===== config.mk =====
export PLATFORM = sky130hd
export DESIGN_NAME = atomrvcore_mem_stage
export DESIGN_NICKNAME = d
export VERILOG_FILES = /design/src/rtl/atomrvcore_mem_stage.sv
export SDC_FILE = /design/constraint.sdc
export NUM_CORES = 1
export LEC_CHECK = 0
export CELL_PAD_IN_SITES_DETAIL_PLACEMENT = 0
export CELL_PAD_IN_SITES_GLOBAL_PLACEMENT = 1
export CORE_MARGIN = 2
export CORE_UTILIZATION = 32
export DETAILED_ROUTE_END_ITERATION = 10
export GPL_TIMING_DRIVEN = 0
export PLACE_DENSITY = 0.94
export SLEW_MARGIN = 40
export SYNTH_ARGS = -nofsm -noshare
export SYNTH_HDL_FRONTEND = slang
export SYNTH_SLANG_ARGS = --single-unit

===== constraint.sdc =====
create_clock -name clk_i -period 2.57 [get_ports clk_i]
set_input_delay 0.6425 -clock clk_i [delete_from_list [all_inputs] [get_ports clk_i]]
set_output_delay 0.6425 -clock clk_i [all_outputs]
set_load 0.03 [all_outputs]

===== src/rtl/atomrvcore_mem_stage.sv =====
// rtl/atomrvcore_mem_stage.sv - memory stage: byte/half/word loads and stores over req/gnt/rvalid
// Stalls upstream while an access is outstanding and registers writeback data for the register file.
module atomrvcore_mem_stage #(
    parameter int DATAWIDTH        = 32,
    parameter int REG_ADRESS_WIDTH = 5
) (
    input  logic                        clk_i,
    input  logic                        rst_ni,
    input  logic [DATAWIDTH-1:0]        result_i,
    input  logic [DATAWIDTH-1:0]        address_i,
    input  logic                        DR_EN_i,
    input  logic                        DWR_EN_i,
    input  logic [REG_ADRESS_WIDTH-1:0] RD_i,
    input  logic                        RWR_EN_i,
    input  logic [DATAWIDTH-1:0]        R2_i,
    input  logic [1:0]                  size_i,
    input  logic                        unsigned_i,
    output logic                        mem_req_o,
    output logic                        mem_we_o,
    output logic [DATAWIDTH-1:0]        mem_addr_o,
    output logic [3:0]                  mem_be_o,
    output logic [DATAWIDTH-1:0]        mem_wdata_o,
    input  logic                        mem_gnt_i,
    input  logic                        mem_rvalid_i,
    input  logic [DATAWIDTH-1:0]        mem_rdata_i,
    output logic                        stall_o,
    output logic [DATAWIDTH-1:0]        wb_data_o,
    output logic [REG_ADRESS_WIDTH-1:0] wb_rd_o,
    output logic                        wb_en_o,
    output logic                        misalign_o
);

    typedef enum logic [1:0] {IDLE, REQ, WAIT, DONE} state_e;

    state_e state_q, state_d;

    logic                        we_q, we_d;
    logic [DATAWIDTH-1:0]        addr_q, addr_d;
    logic [3:0]                  be_q, be_d;
    logic [DATAWIDTH-1:0]        wdata_q, wdata_d;
    logic [1:0]                  off_q, off_d;
    logic [1:0]                  size_q, size_d;
    logic                        uns_q, uns_d;
    logic [REG_ADRESS_WIDTH-1:0] rd_q, rd_d;
    logic                        wen_q, wen_d;

    logic [DATAWIDTH-1:0]        wb_data_q, wb_data_d;
    logic [REG_ADRESS_WIDTH-1:0] wb_rd_q, wb_rd_d;
    logic                        wb_en_q, wb_en_d;
    logic                        misalign_q, misalign_d;

    logic                        access;
    logic                        misaligned;
    logic                        start;
    logic [3:0]                  be_calc;
    logic [DATAWIDTH-1:0]        wdata_calc;
    logic [7:0]                  load_byte;
    logic [15:0]                 load_half;
    logic [DATAWIDTH-1:0]        load_fmt;

    assign access     = DR_EN_i | DWR_EN_i;
    assign misaligned = ((size_i == 2'b01) && address_i[0]) ||
                        (size_i[1] && (address_i[1:0] != 2'b00));
    assign start      = access && !misaligned;

    always_comb begin
        be_calc    = 4'b1111;
        wdata_calc = R2_i;
        case (size_i)
            2'b00: begin
                be_calc    = 4'b0001 << address_i[1:0];
                wdata_calc = {4{R2_i[7:0]}};
            end
            2'b01: begin
                be_calc    = address_i[1] ? 4'b1100 : 4'b0011;
                wdata_calc = {2{R2_i[15:0]}};
            end
            default: begin
                be_calc    = 4'b1111;
                wdata_calc = R2_i;
            end
        endcase
    end

    // Lane selection replaces a full barrel shift: only the low byte/half survives formatting.
    always_comb begin
        load_byte = mem_rdata_i[7:0];
        case (off_q)
            2'b00:   load_byte = mem_rdata_i[7:0];
            2'b01:   load_byte = mem_rdata_i[15:8];
            2'b10:   load_byte = mem_rdata_i[23:16];
            default: load_byte = mem_rdata_i[31:24];
        endcase
        load_half = off_q[1] ? mem_rdata_i[31:16] : mem_rdata_i[15:0];
        case (size_q)
            2'b00:   load_fmt = {{(DATAWIDTH-8){load_byte[7] & ~uns_q}}, load_byte};
            2'b01:   load_fmt = {{(DATAWIDTH-16){load_half[15] & ~uns_q}}, load_half};
            default: load_fmt = mem_rdata_i;
        endcase
    end

    always_ff @(posedge clk_i or negedge rst_ni) begin
        if (!rst_ni) begin
            state_q <= IDLE;
        end else begin
            state_q <= state_d;
        end
    end

    always_comb begin
        state_d = state_q;
        case (state_q)
            IDLE:    if (start) state_d = REQ;
            REQ:     if (mem_gnt_i) state_d = we_q ? DONE : WAIT;
            WAIT:    if (mem_rvalid_i) state_d = DONE;
            default: state_d = IDLE;
        endcase
    end

    always_comb begin
        mem_req_o = 1'b0;
        stall_o   = 1'b0;
        case (state_q)
            IDLE:    stall_o = start & rst_ni;
            REQ: begin
                mem_req_o = 1'b1;
                stall_o   = 1'b1;
            end
            WAIT:    stall_o = 1'b1;
            default: stall_o = 1'b0;
        endcase
    end

    always_comb begin
        we_d       = we_q;
        addr_d     = addr_q;
        be_d       = be_q;
        wdata_d    = wdata_q;
        off_d      = off_q;
        size_d     = size_q;
        uns_d      = uns_q;
        rd_d       = rd_q;
        wen_d      = wen_q;
        wb_data_d  = wb_data_q;
        wb_rd_d    = wb_rd_q;
        wb_en_d    = 1'b0;
        misalign_d = 1'b0;
        case (state_q)
            IDLE: begin
                if (access && misaligned) begin
                    misalign_d = 1'b1;
                end else if (start) begin
                    we_d    = DWR_EN_i;
                    addr_d  = {address_i[DATAWIDTH-1:2], 2'b00};
                    be_d    = be_calc;
                    wdata_d = wdata_calc;
                    off_d   = address_i[1:0];
                    size_d  = size_i;
                    uns_d   = unsigned_i;
                    rd_d    = RD_i;
                    wen_d   = RWR_EN_i;
                end else if (RWR_EN_i && (RD_i != '0)) begin
                    wb_en_d   = 1'b1;
                    wb_data_d = result_i;
                    wb_rd_d   = RD_i;
                end
            end
            WAIT: begin
                if (mem_rvalid_i && wen_q && (rd_q != '0)) begin
                    wb_en_d   = 1'b1;
                    wb_data_d = load_fmt;
                    wb_rd_d   = rd_q;
                end
            end
            default: ;
        endcase
    end

    always_ff @(posedge clk_i or negedge rst_ni) begin
        if (!rst_ni) begin
            we_q       <= 1'b0;
            addr_q     <= '0;
            be_q       <= '0;
            wdata_q    <= '0;
            off_q      <= '0;
            size_q     <= '0;
            uns_q      <= 1'b0;
            rd_q       <= '0;
            wen_q      <= 1'b0;
            wb_data_q  <= '0;
            wb_rd_q    <= '0;
            wb_en_q    <= 1'b0;
            misalign_q <= 1'b0;
        end else begin
            we_q       <= we_d;
            addr_q     <= addr_d;
            be_q       <= be_d;
            wdata_q    <= wdata_d;
            off_q      <= off_d;
            size_q     <= size_d;
            uns_q      <= uns_d;
            rd_q       <= rd_d;
            wen_q      <= wen_d;
            wb_data_q  <= wb_data_d;
            wb_rd_q    <= wb_rd_d;
            wb_en_q    <= wb_en_d;
            misalign_q <= misalign_d;
        end
    end

    assign mem_we_o    = we_q;
    assign mem_addr_o  = addr_q;
    assign mem_be_o    = be_q;
    assign mem_wdata_o = wdata_q;
    assign wb_data_o   = wb_data_q;
    assign wb_rd_o     = wb_rd_q;
    assign wb_en_o     = wb_en_q;
    assign misalign_o  = misalign_q;

endmodule


After elaboration in Yosys (flattened, before gate mapping)
Cells that the tools add are included. W data, S select, Z words.

Register bits: 119. Output and inout port bits: 110.

Equal/unequal tests: 13. Shift operators: 1. Mux-type cells: 30. Bitwise operators: 6. Reductions and logical operators: 21.

Operators with widths (number): $pmux W32 S2 (3); $mux W32 (4); $pmux W8 S3 (1); $mux W5 (4); $mux W16 (1); $ne A2 B2 Y1 const B (7); $pmux W5 S2 (1); $reduce_bool A5 Y1 (2); $eq A2 B1 Y1 const B (4); $logic_not A2 Y1 (4); $mux W1 (8); $pmux W4 S2 (1); $logic_and A1 B1 Y1 (7); $mux W2 (3); $pmux W2 S3 (1); $reduce_and A3 Y1 (2); $reduce_and A5 Y1 (1); $eq A2 B2 Y1 const B (2); $mux W4 (1); $pmux W1 S2 (2); $reduce_bool A2 Y1 (2); $shl A1 B2 Y4 const A (1); $and A1 B1 Y1 (3); $not A1 Y1 (2); 4 further kinds (4).

Longest topological paths before layout
Gate-level depths: netlist of run 1.

Depth in word-level cells: 8. Mapped depth: 10. Gate-level depth less buffers: 7.

Worst setup path before layout of run 1
OpenSTA, ideal clock, no wires.

Path kind: input-to-output. Start point: in address_i[0]. End point: out stall_o. Arrival time: 1.956 ns. Data required time: 1.928 ns. Setup slack: -0.028 ns. Cell stages on the path: 6. Path buffers: 2. Cell sequence: buf_6 -> and2_4 -> buf_6 -> nor3_2 -> a21oi_1 -> nor2_1.

Longest elaborated chain between the ends: 7. Elaborated cells between the ends (all ways): 8.

RTL lines: start: declaration (RTL line 10) `input logic [DATAWIDTH-1:0] address_i,`; $reduce_bool A2 Y1 (RTL line 63) `(size_i[1] && (address_i[1:0] != 2'b00));`; $logic_and A1 B1 Y1 (RTL line 63); $logic_or A1 B1 Y1 (*) (RTL line 62) `assign misaligned = ((size_i == 2'b01) && address_i[0]) ||`; $logic_not A1 Y1 (*) (RTL line 64) `assign start = access && !misaligned;`; $logic_and A1 B1 Y1 (*) (RTL line 64); $and A1 B1 Y1 (*) (RTL line 124) `IDLE: stall_o = start & rst_ni;`; $pmux W1 S2 (*) (RTL line 123) `case (state_q)`; end: declaration (RTL line 26) `output logic stall_o,`.

Every way passes the cells marked *; elsewhere a longest branch is shown, timed or not.

Worst setup path in the final report of run 1
Start point: reg state_q[1]. End point: out mem_req_o.

Longest elaborated chain between the ends: 2.

RTL lines: start: declaration (RTL line 35) `state_e state_q, state_d;`; start signal: assignment (RTL line 106) `state_q <= state_d;`; $eq A2 B1 Y1 (RTL line 123); $mux W1 (RTL line 123); end: declaration (RTL line 18) `output logic mem_req_o,`.

Every way passes these cells.

==> results of run 1 <==
[what timing repair did]
item / 4_1_cts / 5_1_grt
endpoints found under the setup margin: 1 / 5
resized for setup: 10 / 5
setup buffers: 4 / 0
pin swaps: 4 / 0
[critical path, delay by kind of cell, from the launching register on]
kind | cells | cell delay [ns]
buffers and inverters | 2 | 0.80
adder cells (fa/ha/maj) | 1 | 0.21
flip-flops | 1 | 0.41
[through the flow]
step,cell area [um^2],power [mW],instances,setup TNS [ns],setup slack (ns)
3_3_place_gp,8990,9.77,1175,-502.42,-4.64
4_1_cts,9670,12.4,1212,0,0.0142
5_1_grt,9690,13.1,1211,0,0.0192
6_report,9690,12.4,1211,0,0.0978
3_5_place_dp,9030,9.87,1176,-3.66,-1.01
2_1_floorplan,6180,7.20,667,0,0.0863
[layer usage]
layer  wire (um)  share of wire (%)
met1        8900                 41
met2       10200                 47
met3        2350                 11
met4         374                1.7
met5           0                  0
[registers in the layout (all words and copies together), names as in the netlist, 2 cells and up]
register     cells
mem_wdata_o     32
off_q            2
wb_rd_o          5
rd_q             5
wb_data_o       32
state_q          2
size_q           2
mem_addr_o      30
mem_be_o         4
[cells in the mapped netlist, drive strengths merged, types with 4 or more instances]
library cell    n  area [um^2]
nor3           14         75.1
a22o            5         45.0
o21ai          64          343
a32oi           7         61.3
nor2           23         86.3
nand2         194          728
buf            31          288
o31ai          18          135
a22oi           7         57.6
o22ai           9         56.3
dfrtp         119         2980
ha              4         50.1
inv             7         26.3
nor2b           4         25.0
mux2i          36          360
a21oi          59          295
clkbuf         22         83.8
mux2           23          315
[cell families (layout without fill, tap and decap cells)]
| kind of cell | Yosys count | after routing | share of synthesized area, % |
|---|---|---|---|
| mux | 59 | 59 | 10.9 |
| flops | 119 | 119 | 48.2 |
| other cells | 1 | 2 | 0.0607 |
| simple gates | 245 | 245 | 16.1 |
| compound gates | 177 | 177 | 17.3 |
| buf+inv | 60 | 344 | 6.44 |
| xor+xnor | 1 | 1 | 0.142 |
| fa+ha+maj | 4 | 4 | 0.810 |
[layout make-up]
| cell class | instances | area (um^2) | share of cell area, % |
|---|---|---|---|
| sequential | 119 | 2980 | 30.7 |
| tap | 260 | 325 | 3.36 |
| clock inverter | 14 | 175 | 1.81 |
| clock buffer | 18 | 429 | 4.43 |
| multi-input combinational | 488 | 2840 | 29.3 |
| inverter | 7 | 26.3 | 0.271 |
| timing repair buffer | 253 | 2550 | 26.4 |
| buffer | 52 | 368 | 3.80 |
[power by group through the flow]
stage          sequential [mW]  combinational (mW)  clock, mW
5_1_grt                   3.33                7.16       2.61
2_1_floorplan             4.63                2.57          0
3_5_place_dp              3.24                6.63          0
6_report                  3.23                6.68       2.46
3_3_place_gp              3.22                6.55          0
4_1_cts                   3.23                6.69       2.51
[worst max path at each step]
| stage | start | endpoint | slack, ns |
|---|---|---|---|
| floorplan | address_i[0] | stall_o | 0.09 |
| global placement | rst_ni | stall_o | -4.64 |
| detailed placement | address_i[1] | stall_o | -1.01 |
| CTS | state_q[0] | stall_o | 0.01 |
| global route | state_q[1] | mem_req_o | 0.02 |
| finish | state_q[1] | mem_req_o | 0.1 |
==> impl_metrics.csv, run 1 <==
group,metric,value,unit
outcome,status,"finished, final reports clean",
synth,synth_seq_cells,119,
route,num_vias,5998,
pwr,p_int,7.04,mW
synth,ys_seq_area_share,48.2,%
cts,clkSinkCount,119,
worst_setup_path,r2r-end,"wb_data_o[5]",
pwr,power_switching,5.32,mW
route,vias_per_cell,4.95,
die,fp.coreArea,0.0188,mm^2
timing,maxSlewViolCount,0,
synth,synth_cells,666,
grt,met2_usage,34.5,%
synth,synth_area_per_cell,9.27,um^2
finish,antennaDiodeCount,0,
pwr,leakagePower,4.27,nW
finish,fillers,1738,
timing,clock_skew,0.0119,ns
die,die-area,0.0204,mm^2
worst_setup_path,cp_slowest_stage_delay,0.68,ns
timing,min_period_over_period,96.2,%
cts,cts_max_path_buffers,2,
cts,clk_pin_slew,0.06,ns
worst_setup_path,arrival,1.83,ns
grt,grt_max_degree,72,
route,wirelength,21800,um
grt,antenna_found_initial,0,
grt,gr-usage-met1,26.2,%
die,io_pins,253,
placement,dp_hpwl,16100,um
finish,nets,1085,
placement,io_buffers,248,
grt,grt_use_met3,7.85,%
timing,fmax,404,MHz
route,drt_iter0_drc,319,
pwr,powerDensity,1280,mW/mm^2
die,die_x,143,um
pwr,ir_worst_vdd,0.576,mV
worst_setup_path,reg2reg_from,"state_q[0]",
finish,layout_commonest_cell,"clkdlybuf4s50_1",
grt,grt.busiest_layer,"met2",
worst_setup_path,cpMaxStageDelayCell,"clkdlybuf4s50_1",
timing,hold_viol,0,
route,postRouteAntennaNets,0,
worst_hold_path,hp-class,"in -> async",
cts,h-tree-depth,4,
die,start_util,32.8,%
worst_setup_path,worst-setup-path-type,"reg -> out",
route,wl_per_cell,18.0,um
pwr,swShare,43.0,%
synth,synth_edf_count,0,
grt,grt_use_total,21.1,%
synth,netlist_area,0.00618,mm^2
finish,final_cell_mix,"clkdlybuf4s50_1 (242), nand2_1 (194), dfrtp_1 (119)",
grt,grt_pass1_wl,33000,um
pwr,clock_power_share,19.9,%
cts,cts_hold_buf,0,
cts,cts_root_buf,"clkbuf_16",
grt,grt_pass1_vias,5940,
worst_setup_path,crit_fanout,4,
timing,finalHoldWorstSlack,0.103,ns
cts,cts_buffers,17,
timing,min_period,2.47,ns
route,drc,0,
finish,area_delta_synth_final,56.9,%
worst_setup_path,worstPathRequired,1.93,ns
cts,cts_tree,"done",
timing,relSlewSlack,43.5,%
worst_setup_path,end_kind,"primary output",
timing,max_slew.worst_pin.slew,0.848,ns
worst_setup_path,path_cells,"inv_1 -> ha_1 -> clkdlybuf4s50_1",
worst_setup_path,rrSetupSlack,0.30,ns
pwr,p_comb_share,54.0,%
finish,final_core_util,51.5,%
synth,yosysUniqueCellTypes,45,
worst_setup_path,setup.worst_path.start_class,"flip-flop",
timing,rsz0062_at_grt,"no",
die,rows,50,
worst_setup_path,ff2ff_path_depth,7,
die,die_h,143,um
route,drt_pass1_iterations,5,
flow_run,max_cap_viol_count,0,
synth,async_flop_share,100,%
placement,place.gp.congestion,0.881,
synth,yosysWarnings,0,
cts,clk_latency,0.41,ns
finish,drive_gt1_share,11.7,%
grt,overflow,0,
timing,setup_violations,0,
pwr,power_frac_seq,26.1,%
synth,synth_ff_type,"dfrtp_1",
Note: power is estimated with default switching activity, not from simulation.
==> run 2, diff against run 1 <==
SLEW_MARGIN = 15   (was 40)
==> run 2 against run 1 <==
Combinational power about the same. Design area about the same. Die area unchanged. Register-to-register slack got worse by 0.02 ns. Clock skew decreased by 0.0035 ns. Total power increased by 0.80%. Routed wire length decreased by 0.45%. Cell count unchanged. Sequential cell count unchanged. Critical path depth increased by 3. First-iteration DRC count increased by 19%. Critical endpoint is now stall_o. Worst hold slack improved by 0.040 ns.
==> impl_metrics.csv, run 2 (same netlist as run 1, synthesis figures left out) <==
group,metric,value,unit
cts,cts_tree,"done",
route,postRouteAntennaNets,0,
placement,dp_hpwl,16100,um
finish,area_delta_synth_final,57.1,%
timing,fmax,400,MHz
finish,nets,1084,
timing,min_period,2.50,ns
route,drt_pass1_iterations,5,
worst_setup_path,reg2reg_from,"state_q[0]",
die,fp.coreArea,0.0188,mm^2
worst_setup_path,r2r-end,"wb_data_o[15]",
route,drc,0,
outcome,status,"finished, final reports clean",
pwr,swShare,42.6,%
route,routed.top_layer,"met4",
pwr,power_frac_seq,25.9,%
route,wirelength,21700,um
worst_setup_path,worst-setup-path-type,"in -> out",
timing,finalHoldWorstSlack,0.143,ns
cts,clkSinkCount,119,
pwr,p_int,7.15,mW
finish,layout_commonest_cell,"clkdlybuf4s50_1",
timing,hold_viol,0,
cts,cts_buffers,17,
worst_setup_path,cp-endpoint,"stall_o",
route,num_vias,5991,
pwr,ir_worst_vdd,0.582,mV
cts,h-tree-depth,4,
grt,grt_pass1_wl,33200,um
pwr,powerDensity,1280,mW/mm^2
timing,rsz0062_at_grt,"no",
grt,overflow,0,
worst_setup_path,cp_slowest_stage_delay,0.57,ns
cts,cts_root_buf,"clkbuf_16",
die,die-area,0.0204,mm^2
route,met2_length,10100,um
route,vias_per_cell,4.95,
grt,grt_pass1_vias,5915,
grt,antenna_found_initial,1,
worst_setup_path,cpMaxStageDelayCell,"clkdlybuf4s50_1",
cts,cts_max_path_buffers,2,
grt,grt_max_degree,73,
worst_setup_path,setup.worst_path.start_class,"primary input",
finish,drive_gt1_share,11.7,%
worst_setup_path,worstPathRequired,1.93,ns
cts,clk_pin_slew,0.06,ns
timing,tns,0,ns
worst_hold_path,hp-class,"in -> async",
timing,relSlewSlack,24.9,%
finish,final_cell_mix,"clkdlybuf4s50_1 (244), nand2_1 (194), dfrtp_1 (119)",
worst_setup_path,path_cells,"clkdlybuf4s50_1 -> o21ai_4 -> nor3_4 -> a21oi_2 -> nor2_2 -> buf_6",
worst_setup_path,rrSetupSlack,0.28,ns
timing,maxSlewViolCount,0,
timing,max_slew.worst_pin.slew,1.12,ns
worst_setup_path,arrival,1.86,ns
pwr,p_total,12.5,mW
placement,dpl-instance-area,0.00902,mm^2
die,die_h,143,um
grt,grt_use_total,21.2,%
timing,clock_skew,0.00834,ns
route,wl_per_cell,17.9,um
finish,final_core_util,51.5,%
placement,place.gp.congestion,0.881,
route,wl_met1,8910,um
die,die_x,143,um
die,io_pins,253,
pwr,power_switching,5.31,mW
flow_run,max_cap_viol_count,0,
die,start_util,32.8,%
worst_setup_path,end_kind,"primary output",
timing,setup_violations,0,
cts,cts_hold_buf,0,
worst_setup_path,crit_fanout,3,
pwr,leakagePower,4.28,nW
route,wl_met3,2370,um
worst_setup_path,ff2ff_path_depth,7,
pwr,clock_power_share,20.7,%
cts,clk_latency,0.41,ns
worst_setup_path,worst_setup_path_startpoint,"DR_EN_i",
route,drt_iter0_drc,381,
finish,fin_area,0.00970,mm^2
pwr,p_comb_share,53.4,%
placement,io_buffers,248,
die,rows,50,
timing,min_period_over_period,97.2,%
[run 2: cell types whose count changed in the layout (fill, tap and decap cells not counted), moves of 2 or more]
cell | before | now
clkinvlp_4 | 6 | 2
clkdlybuf4s50_1 | 242 | 244
clkinv_4 | 1 | 3
dlymetal6s2s_1 | 2 | 0
[run 2: through the flow]
stage                     worst slack, ns  std cells
after CTS                          0.0299       1211
after floorplan                    0.0863        667
after global placement              -4.64       1175
final                              0.0712       1211
after detailed placement            -1.29       1176
after global routing              0.00540       1210
[run 2: routing by layer]
| metal | GRT usage, % | vias up |
|---|---|---|
| met5 | 0 | - |
| met4 | 5.21 | 0 |
| met3 | 8.15 | 27 |
| met2 | 34.7 | 294 |
| met1 | 26.4 | 2829 |
| li1 | - | 2841 |
[run 2: what timing repair did]
action / CTS / global route
resized for setup: 12 / 3
buffers inserted: 3 / 0
gates cloned: 0 / 0
pin swaps: 5 / 0
hold endpoints to repair: 0 / 0
endpoints found under the setup margin: 1 / 4
[run 2: layout make-up]
cell class                      instances  area [um^2]
Timing Repair Buffer                  252         2540
Clock inverter                         14          198
Clock buffer                           18          439
Sequential cell                       119         2980
Multi-Input combinational cell        488         2830
Inverter                                7         26.3
Antenna cell                            1         2.50
Buffer                                 52          368
Tap cell                              260          325
Fill cell                            1748         9130
[run 2: critical path, delay by kind of cell]
kind                   cells  cell delay (ns)
AO/OA/AOI/OAI              2             0.19
buffers and inverters      2             0.71
AND/OR/NAND/NOR            2             0.32
[run 2: how the worst min path moves through the flow]
stage,start,to,cells after the start
finish,rst_ni,wb_data_o[8],1
detailed placement,mem_addr_o[11],mem_addr_o[11],2
CTS,rst_ni,wb_data_o[8],1
global route,rst_ni,wb_data_o[8],1
global placement,mem_addr_o[11],mem_addr_o[11],2
floorplan,rst_ni,mem_addr_o[10],0
[run 2: power groups by stage]
stage / sequential (mW) / combinational, mW / clock, mW
after floorplan: 4.63 / 2.57 / 0
after global placement: 3.22 / 6.55 / 0
after detailed placement: 3.24 / 6.62 / 0
after CTS: 3.23 / 6.69 / 2.64
after global routing: 3.34 / 7.13 / 2.73
final: 3.23 / 6.65 / 2.58
==> run 3, diff against run 2 <==
clock period = 2.7 ns   (was 2.57 ns; I/O delays follow)
==> run 3 against run 2 <==
Worst hold slack gained 0.046 ns. Highest routed layer is now met5. Cell count grew 0.25%. Combinational power fell by 5.0%. Clock-buffer cell count unchanged. Largest power group unchanged. Die area is the same. Sequential share of layout area is essentially flat. Critical path depth stayed put. Core utilization about the same. Register-to-register slack improved by 0.09 ns. Via count grew 0.25%. Global-route usage is essentially flat. Clock skew increased by 0.0035 ns.
==> impl_metrics.csv, run 3 (same netlist as run 1, synthesis figures left out) <==
group,metric,value,unit
outcome,status,"finished, final reports clean",
timing,finalHoldWorstSlack,0.189,ns
timing,min_period,2.58,ns
pwr,clock_power_share,19.9,%
die,rows,50,
timing,maxSlewViolCount,0,
worst_setup_path,worstPathRequired,2.03,ns
die,die-area,0.0204,mm^2
route,drc,0,
worst_setup_path,end_kind,"primary output",
route,vias_per_cell,4.95,
timing,setup_violations,0,
cts,clkSinkCount,119,
finish,final_core_util,51.5,%
route,wirelength,21700,um
worst_setup_path,cp_slowest_stage_delay,0.55,ns
cts,cts_hold_buf,0,
grt,grt_use_total,21.2,%
route,drt_iter0_drc,312,
timing,clock_skew,0.0118,ns
finish,antennaDiodeCount,0,
worst_setup_path,reg2reg_from,"state_q[0]",
pwr,leakagePower,4.29,nW
die,die_h,143,um
worst_setup_path,cpMaxStageDelayCell,"clkdlybuf4s50_1",
die,die_x,143,um
worst_setup_path,worst-setup-path-type,"in -> out",
worst_setup_path,crit_fanout,4,
timing,fin_ws,0.120,ns
pwr,power_switching,5.08,mW
grt,grt_pass1_wl,33300,um
timing,relSlewSlack,32.2,%
worst_setup_path,path_cells,"clkdlybuf4s50_1 -> o21ai_4 -> nor3_4 -> a21oi_1 -> nor2_1 -> buf_4",
cts,cts_tree,"done",
worst_hold_path,hp-class,"in -> async",
finish,drive_gt1_share,11.7,%
worst_setup_path,setup.worst_path.start_class,"primary input",
die,start_util,32.8,%
pwr,p_comb_share,54.0,%
timing,max_slew.worst_pin.slew,1.01,ns
grt,grt_pass1_vias,6150,
cts,cts_root_buf,"clkbuf_16",
cts,clk_latency,0.41,ns
cts,h-tree-depth,4,
cts,cts_max_path_buffers,2,
pwr,swShare,43.3,%
finish,fillers,1761,
flow_run,max_cap_viol_count,0,
worst_setup_path,r2r-end,"wb_data_o[27]",
worst_setup_path,worst-path-buf-inv,2,
placement,place_ws,-1.29,ns
timing,rsz0062_at_grt,"no",
pwr,powerDensity,1210,mW/mm^2
pwr,p_int,6.64,mW
timing,fmax,388,MHz
worst_setup_path,arrival,1.90,ns
grt,antenna_found_initial,1,
finish,nets,1088,
pwr,power_frac_seq,26.1,%
cts,clk_pin_slew,0.06,ns
finish,final_cell_mix,"clkdlybuf4s50_1 (244), nand2_1 (194), dfrtp_1 (119)",
finish,layout_commonest_cell,"clkdlybuf4s50_1",
worst_setup_path,critPathTopFamily,"buffers and inverters",
die,fp.coreArea,0.0188,mm^2
route,wl_per_cell,17.9,um
finish,area_delta_synth_final,57.0,%
route,num_vias,6006,
placement,dp_hpwl,16000,um
grt,grt_max_degree,81,
placement,io_buffers,248,
timing,hold_viol,0,
route,postRouteAntennaNets,0,
grt,overflow,0,
die,io_pins,253,
cts,cts_buffers,17,
route,drt_pass1_iterations,5,
placement,place.gp.congestion,0.907,
worst_setup_path,rrSetupSlack,0.37,ns
pwr,ir_worst_vdd,0.692,mV
worst_setup_path,ff2ff_path_depth,8,
timing,min_period_over_period,95.5,%
run 3: cell count changes in the layout (fill, tap and decap cells not counted):
cell / previous run / this run
inv_6: 3 / 7
buf_4: 7 / 10
bufinv_16: 4 / 2
clkinv_2: 2 / 0
a21oi_1: 58 / 59
a21oi_2: 1 / 0
buf_8: 1 / 0
clkbuf_1: 20 / 21
clkbuf_16: 17 / 18
diode_2: 1 / 0
dlygate4sd2_1: 2 / 1
dlymetal6s2s_1: 0 / 1
nor2_1: 22 / 23
nor2_2: 1 / 0
run 3: cell type report:
| type | instances | area [um^2] | share of cell area [%] |
|---|---|---|---|
| plain buffers | 53 | 372 | 3.83 |
| flip-flops and latches | 119 | 2980 | 30.7 |
| clock buffers | 18 | 439 | 4.53 |
| inverters | 7 | 26.3 | 0.271 |
| multi-input cells | 488 | 2820 | 29.1 |
| well taps | 260 | 325 | 3.36 |
| repair buffers | 255 | 2570 | 26.5 |
| clock inverters | 14 | 163 | 1.68 |
run 3: what timing repair did:
action / in CTS / in global routing
buffers inserted: 3 / 2
gates resized for setup: 9 / 2
pin swaps: 2 / 4
endpoints found under the setup margin: 1 / 1
endpoints found under the hold margin: 0 / 0
cloned: 0 / 1
run 3: worst reg2reg max path: cells and delay by family (launching register included):
family                   cells  cell delay, ns
flip-flops                   1            0.39
buffers and inverters        5            1.25
adder cells (fa/ha/maj)      1            0.19
AO/OA/AOI/OAI                2            0.40
run 3: per-stage QoR:
stage               instances  area, um^2  setup TNS [ns]  total power, mW
finish                   1214        9700               0             11.7
global placement         1175        8990         -487.55             9.27
detailed placement       1176        9020           -8.11             9.36
floorplan                 667        6180               0             6.85
CTS                      1211        9650               0             11.8
global route             1214        9700               0             12.4
run 3: worst max path at each step:
stage                 start      end  slack (ns)  cells after the start
2_1_floorplan  address_i[0]  stall_o        0.04                      6
3_3_place_gp         rst_ni  stall_o       -4.48                      4
3_5_place_dp   address_i[1]  stall_o       -1.29                      6
4_1_cts            DWR_EN_i  stall_o        0.01                      6
5_1_grt             DR_EN_i  stall_o        0.02                      6
6_report            DR_EN_i  stall_o        0.12                      6
run 3: power groups by stage:
| stage | Clock (mW) | Sequential (mW) | Combinational, mW |
|---|---|---|---|
| 3_5_place_dp | 0 | 3.08 | 6.28 |
| 3_3_place_gp | 0 | 3.05 | 6.21 |
| 5_1_grt | 2.48 | 3.17 | 6.79 |
| 6_report | 2.34 | 3.06 | 6.32 |
| 4_1_cts | 2.39 | 3.06 | 6.32 |
| 2_1_floorplan | 0 | 4.41 | 2.44 |
run 3: metal layers:
| metal | GRT usage [%] | routed length [um] |
|---|---|---|
| met2 | 34.4 | 9750 |
| met1 | 25.7 | 9110 |
| met4 | 7.97 | 618 |
| met5 | 0 | 11 |
| met3 | 7.88 | 2230 |
